--- src/rtl/shift_seq_ctrl_if.sv ---
// Request/response bundle between a sequencing client and shift_seq_ctrl.
// The master issues start and operands; the slave returns status and results.
interface shift_seq_ctrl_if #(
   parameter int unsigned CNT_W = 5
);
   logic             start;
   logic [15:0]      din;
   logic [CNT_W-1:0] cnt;
   logic             dir;
   logic             fill;
   logic             busy;
   logic             done;
   logic [15:0]      result;
   logic [CNT_W-1:0] ones_out;

   modport master (
      output start, din, cnt, dir, fill,
      input  busy, done, result, ones_out
   );

   modport slave (
      input  start, din, cnt, dir, fill,
      output busy, done, result, ones_out
   );
endinterface

--- src/rtl/shift_seq_ctrl.sv ---
// Load/shift/capture sequencer for a 16-bit shift register, counting shifted-out ones.
// Optional macro SHIFT_SEQ_CTRL_ROTATE_EN feeds LSB_out back as the right-shift serial input.
module shift_seq_ctrl #(
   parameter int unsigned CNT_W     = 5,
   parameter int unsigned MAX_SHIFT = 16
) (
   input  logic             i_clk,
   input  logic             i_rst_n,
   shift_seq_ctrl_if.slave  bus,
   input  logic             i_sr_msb,
   input  logic             i_sr_lsb,
   input  logic [15:0]      i_sr_q,
   output logic             o_sr_ld,
   output logic             o_sr_shl_en,
   output logic             o_sr_shr_en,
   output logic [15:0]      o_sr_par_in,
   output logic             o_sr_ser_in_l
);

   localparam logic [CNT_W-1:0] MaxShiftW = CNT_W'(MAX_SHIFT);

   typedef enum logic [1:0] {
      StIdle,
      StLoad,
      StShift,
      StDone
   } state_e;

   state_e           r_state;
   state_e           w_state_next;

   logic [15:0]      r_din;
   logic [CNT_W-1:0] r_cnt;
   logic             r_dir;
   logic             r_fill;
   logic [CNT_W-1:0] r_shift_cnt;
   logic [CNT_W-1:0] r_ones;
   logic [15:0]      r_result;

   logic             w_accept;
   logic [CNT_W-1:0] w_cnt_clamp;
   logic [CNT_W-1:0] w_shift_inc;
   logic             w_last;
   logic             w_out_bit;

   assign w_accept    = (r_state == StIdle) && bus.start;
   assign w_cnt_clamp = (bus.cnt > MaxShiftW) ? MaxShiftW : bus.cnt;
   assign w_shift_inc = r_shift_cnt + 1'b1;
   assign w_last      = (w_shift_inc == r_cnt);
   // Pre-shift sample of the bit about to fall off the register.
   assign w_out_bit   = r_dir ? i_sr_msb : i_sr_lsb;

   always_ff @(posedge i_clk or negedge i_rst_n) begin
      if (!i_rst_n) begin
         r_state <= StIdle;
      end else begin
         r_state <= w_state_next;
      end
   end

   always_comb begin
      w_state_next = r_state;
      unique case (r_state)
         StIdle:  if (bus.start) w_state_next = StLoad;
         StLoad:  w_state_next = (r_cnt != '0) ? StShift : StDone;
         StShift: if (w_last) w_state_next = StDone;
         StDone:  w_state_next = StIdle;
         default: w_state_next = StIdle;
      endcase
   end

   always_ff @(posedge i_clk or negedge i_rst_n) begin
      if (!i_rst_n) begin
         r_din       <= '0;
         r_cnt       <= '0;
         r_dir       <= 1'b0;
         r_fill      <= 1'b0;
         r_shift_cnt <= '0;
         r_ones      <= '0;
         r_result    <= '0;
      end else begin
         if (w_accept) begin
            r_din       <= bus.din;
            r_cnt       <= w_cnt_clamp;
            r_dir       <= bus.dir;
            r_fill      <= bus.fill;
            r_shift_cnt <= '0;
            r_ones      <= '0;
         end
         if (r_state == StShift) begin
            r_shift_cnt <= w_shift_inc;
            r_ones      <= r_ones + CNT_W'(w_out_bit);
         end
         if (r_state == StDone) begin
            r_result <= i_sr_q;
         end
      end
   end

   assign o_sr_ld     = (r_state == StLoad);
   assign o_sr_shl_en = (r_state == StShift) && r_dir;
   assign o_sr_shr_en = (r_state == StShift) && !r_dir;
   assign o_sr_par_in = r_din;

`ifdef SHIFT_SEQ_CTRL_ROTATE_EN
   assign o_sr_ser_in_l = o_sr_shr_en ? i_sr_lsb : r_fill;
`else
   assign o_sr_ser_in_l = r_fill;
`endif

   assign bus.busy     = (r_state != StIdle);
   assign bus.done     = (r_state == StDone);
   assign bus.result   = r_result;
   assign bus.ones_out = r_ones;

endmodule

--- src/flat_wrapper.sv ---
// flat-port wrapper written by rule: the top's interface ports become plain ports
module shift_seq_ctrl_flat 
#(
   parameter int unsigned CNT_W     = 5,
   parameter int unsigned MAX_SHIFT = 16
)
  (i_clk, i_rst_n, i_sr_msb, i_sr_lsb, i_sr_q, o_sr_ld, o_sr_shl_en, o_sr_shr_en, o_sr_par_in, o_sr_ser_in_l, bus_start, bus_din, bus_cnt, bus_dir, bus_fill, bus_busy, bus_done, bus_result, bus_ones_out);
  shift_seq_ctrl_if #(.CNT_W(CNT_W)) bus_i ();
  input  logic i_clk;
  input  logic i_rst_n;
  input  logic i_sr_msb;
  input  logic i_sr_lsb;
  input  logic [15:0] i_sr_q;
  output logic o_sr_ld;
  output logic o_sr_shl_en;
  output logic o_sr_shr_en;
  output logic [15:0] o_sr_par_in;
  output logic o_sr_ser_in_l;
  input wire logic [$bits(bus_i.start)-1:0] bus_start;
  input wire logic [$bits(bus_i.din)-1:0] bus_din;
  input wire logic [$bits(bus_i.cnt)-1:0] bus_cnt;
  input wire logic [$bits(bus_i.dir)-1:0] bus_dir;
  input wire logic [$bits(bus_i.fill)-1:0] bus_fill;
  output wire logic [$bits(bus_i.busy)-1:0] bus_busy;
  output wire logic [$bits(bus_i.done)-1:0] bus_done;
  output wire logic [$bits(bus_i.result)-1:0] bus_result;
  output wire logic [$bits(bus_i.ones_out)-1:0] bus_ones_out;
  assign bus_i.start = bus_start;
  assign bus_i.din = bus_din;
  assign bus_i.cnt = bus_cnt;
  assign bus_i.dir = bus_dir;
  assign bus_i.fill = bus_fill;
  assign bus_busy = bus_i.busy;
  assign bus_done = bus_i.done;
  assign bus_result = bus_i.result;
  assign bus_ones_out = bus_i.ones_out;
  shift_seq_ctrl #(.CNT_W(CNT_W), .MAX_SHIFT(MAX_SHIFT)) u_core (.i_clk(i_clk), .i_rst_n(i_rst_n), .bus(bus_i), .i_sr_msb(i_sr_msb), .i_sr_lsb(i_sr_lsb), .i_sr_q(i_sr_q), .o_sr_ld(o_sr_ld), .o_sr_shl_en(o_sr_shl_en), .o_sr_shr_en(o_sr_shr_en), .o_sr_par_in(o_sr_par_in), .o_sr_ser_in_l(o_sr_ser_in_l));
endmodule
--- config.mk ---
export PLATFORM = sky130hd
export DESIGN_NAME = shift_seq_ctrl_flat
export DESIGN_NICKNAME = d
export VERILOG_FILES = /design/src/rtl/shift_seq_ctrl_if.sv /design/src/rtl/shift_seq_ctrl.sv /design/src/flat_wrapper.sv
export SDC_FILE = /design/constraint.sdc
export NUM_CORES = 1
export LEC_CHECK = 0
export CAP_MARGIN = 10
export CORE_UTILIZATION = 60
export DETAILED_ROUTE_END_ITERATION = 16
export DONT_BUFFER_PORTS = 1
export GPL_TIMING_DRIVEN = 0
export PLACE_DENSITY = 0.76
export SETUP_SLACK_MARGIN = 0.2
export SLEW_MARGIN = 15
export SYNTH_ARGS = -nofsm -noshare
export SYNTH_HDL_FRONTEND = slang
export SYNTH_SLANG_ARGS = --single-unit
--- constraint.sdc ---
create_clock -name i_clk -period 4.5 [get_ports i_clk]
set_input_delay 0.675 -clock i_clk [delete_from_list [all_inputs] [get_ports i_clk]]
set_output_delay 0.675 -clock i_clk [all_outputs]
set_load 0.1 [all_outputs]
-- Yosys cells after proc, flatten, opt, wreduce, memory -nomap -nowiden
Cells that the tools add are included.
- flip-flop bits (word level): 51
- bits of input ports: 44
- add/sub/neg operators: 2
- $lt $le $gt $ge: 1
- equality and inequality tests: 6
- mux-type cells: 9
- reductions and logical operators: 9
- operator list (cell ; count):
    two-way mux 5 bit ; 4
    one-hot mux 2 bit (4 select lines) ; 1
    adder 5 x 1 -> 5 bit ; 1
    adder 5 x 1 -> 5 bit, second input constant ; 1
    equality test 5 bit ; 1
    > comparator 5 bit, second input constant ; 1
    nonzero test 5 bit ; 1
    equality test 2 bit, second input constant ; 2
    two-way mux 2 bit ; 2
    nonzero test 2 bit ; 2
    logical AND 1 bit ; 3
    equality test 2 x 1 -> 1 bit, second input constant ; 1
    logical NOT 2 bit ; 1
    two-way mux 1 bit ; 2
    inequality test 2 x 1 -> 1 bit, second input constant ; 1
    inequality test 2 bit, second input constant ; 1
    AND reduction 2 bit ; 1
    logical NOT 1 bit ; 1

-- Depth between registers and ports, before layout
- depth in word-level cells: 4
- mapped depth: 6
- gate-level depth less buffers: 6

-- Worst setup path after synthesis
Ideal clock, no wire load.
- path kind: register to output
- from: register u_core.r_state[0]
- to: output o_sr_shr_en
- arrival time: 2.412 ns
- slack: 1.413 ns
- cell stages (with the launch flop): 5
- path buffers: 1
- path through: dfrtp_1 > inv_1 > ha_1 > buf_1 > nor2b_1
- longest elaborated chain between the ends: 2
- ends and longest elaborated chain (what ; RTL line ; source):
    from (decl) ; shift_seq_ctrl.sv:29 ; state_e r_state;
    from (signal assigned) ; shift_seq_ctrl.sv:55 ; r_state <= StIdle;
    from (signal assigned) ; shift_seq_ctrl.sv:57 ; r_state <= w_state_next;
    equality test 2 bit ; shift_seq_ctrl.sv:102 ; assign o_sr_shr_en = (r_state == StShift) && !r_dir;
    logical AND 1 bit ; shift_seq_ctrl.sv:102 ;
    to (decl) ; flat_wrapper.sv:16 ; output logic o_sr_shr_en;
No other way between the ends.

-- Worst setup path in the final report
Same ends and word-level chain as after synthesis.

==> out/qor.txt <==
Status = finished clean
Dpl hpwl = 2970 um
Critical path startpoint category = register
Clk_lat worst skew = 300 ps
Placed cells = 219
RSZ-0062 raised after global routing = false
Iter 0 DRT Violations = 42
Final Hold Viols = 0
H-Tree Depth = 2
DRT Wirelength = 4020 um
Yosys reg bits = 51
Worst R2R Setup Slack = 1890 ps
Post-synth top area share = 0.568
First-pass GRT wire length = 6370 um
Tightest Hold Check Type = in -> async
Yosys warning total = 0
Gpl congestion = 0.879
Fmax = 320 MHz
Post-Syn Area per Cell = 13.0 um^2
Layout cell share with drive strength beyond 1 = 0.271
# diodes = 0
Initial antenna violation count = 0
Synthesized area = 2250 um^2
CP arrival = 2450 ps
CP Buf/Inv Count = 2
Nets = 232
Avg Vias per Cell = 5.91
Core area = 3470 um^2
Net Count, Synth = 225
CP delay by family, top = simple AND/OR/NAND/NOR gates
I/O Pins = 87
Initial Utilization = 0.648
Setup_tns = 0 ps
Critical path type = reg -> out
Die Area = 3990 um^2
Main area contributors after synthesis = dfrtp_1 57%, mux2_2 18%, ha_1 4.5%, nand2_1 3.2%, o21ai_0 2.7%
GRT Overall Usage = 0.208
# Post-CTS Setup Buffers = 0
CTS buffer count = 5
Final worst slack = 1370 ps
Root Buffer = clkbuf_8
Number of hold buffers added after CTS = 0
Final setup vio count = 0
Max-Cap Viols = 0
Residual DRC = 0
Post-synthesis cell count = 173
Largest net degree at the start of global routing = 52
Reg clk slew, reported paths = 90 ps
CTS sink cnt = 51
TritonRoute pass-1 iters = 4
Final Skew = 5.15 ps
Worst setup EP type = output port
Routed WL per cell = 17.7 um
Max Slew Vio Count = 0
Chip Width = 63.2 um
Commonest non-fill, non-tap cell in the layout = dfrtp_1
Register area share after synthesis = 0.568
Area growth syn-to-layout = 8.07%
Req. time, crit path = 3830 ps
Placement Rows = 21
Clock buffer depth = 2
Vias in the first global route = 1427
Post-synth top area cell = dfrtp_1
Min Tclk post-route = 3130 ps
Height of the die = 63.2 um
CTS tree = yes
Relative slew margins = 0.291
Gr ovfl total = 0
Final ANT Viol Nets = 0
Worst slack at placement = 1700 ps
Least-Margin Pin Slew = 1060 ps
Fin cells = 227
CP max stage delay = 940 ps
Worst Path Max Fanout = 10
CP max-delay cell = nor2b_2
Post-route clock period utilization = 0.695
Synth cell types = 27
IO buf count = 0
Resize count post-CTS = 0
Most frequent cells in the layout = 51 x dfrtp_1, 36 x mux2_2, 19 x nand2_1
Via count = 1342
Worst path cell trace = inv_1, ha_1, buf_1, nor2b_2
-- path summary, 6_finish.rpt --
| kind | from | to | depth (start not counted) |
|---|---|---|---|
| min in group i_clk | u_core.r_cnt[4] | u_core.r_cnt[4] | 1 |
| worst max-delay path | u_core.r_state[0] | o_sr_shr_en | 4 |
| worst max register to register | u_core.r_state[1] | u_core.bus.result[1] | 4 |
| max in group asynchronous | i_rst_n | u_core.o_sr_par_in[4] | 0 |
| worst min-delay path | i_rst_n | u_core.bus.ones_out[3] | 0 |
| worst min register to register | u_core.r_cnt[4] | u_core.r_cnt[4] | 1 |
-- state kept, by name, indices dropped and copies added, names as in the netlist --
register,cells
u_core.r_cnt,5
u_core.r_dir,1
u_core.bus.ones_out,5
u_core.o_sr_ser_in_l,1
u_core.bus.result,16
u_core.r_state,2
u_core.r_shift_cnt,5
u_core.o_sr_par_in,16
-- Yosys cell counts --
library cell / n
dfrtp_1: 51
mux2_2: 36
nand2_1: 19
o21ai_0: 12
ha_1: 8
clkbuf_1: 6
a21oi_1: 4
inv_1: 4
nand2b_1: 4
xnor2_1: 4
xor2_1: 4
mux2i_1: 3
nand3_1: 3
nor2b_1: 2
a2bb2oi_1: 1
a311o_1: 1
and2_1: 1
and3_2: 1
buf_1: 1
mux2_4: 1
nand4_1: 1
nor2_1: 1
nor4_1: 1
o21ai_2: 1
o221ai_1: 1
o41ai_2: 1
xnor3_1: 1
-- stage by stage --
stage,hold WS (ps),util,area (um^2)
global placement,380,0.665,2300
detailed placement,380,0.665,2310
finish,55.8,0.700,2430
floorplan,379,-,2250
global route,44.2,0.700,2430
CTS,47.4,0.700,2430
-- layer usage --
layer	part of all wire	global-route usage	vias to the layer above
li1	-	-	614
met5	0	0	-
met2	0.51	0.355	57
met1	0.39	0.245	662
met4	0.012	0.0767	0
met3	0.085	0.0670	9
-- worst reg2reg max path: stages, from the launching register on --
cell and delay (ps):
dfrtp_1 420, ha_1 850, clkbuf_1 360, clkbuf_1 460
mux2_2 410
-- area by class of cell --
cell class	count	area (um^2)
flip-flops and latches	51	1280
fillers	257	1040
multi-input cells	111	932
clock buffers	6	82.6
well taps	46	57.6
clock inverters	2	38.8
plain buffers	7	26.3
inverters	4	15.0
-- logic make-up (layout without fill, tap and decap cells) --
logic type	Yosys count	in the layout	share of synthesized area
muxes	40	40	0.200
buffers and inverters	11	19	0.0184
AOI/OAI and AO/OA	21	21	0.0590
adders and majority gates	8	8	0.0445
DFF	51	51	0.568
xor gates and xnor gates	9	9	0.0412
and+or+nand+nor	33	33	0.0685
Power is left out: the tool's default activity adds up to more than one toggle a clock period on the data nets, which glitch-free logic cannot reach.
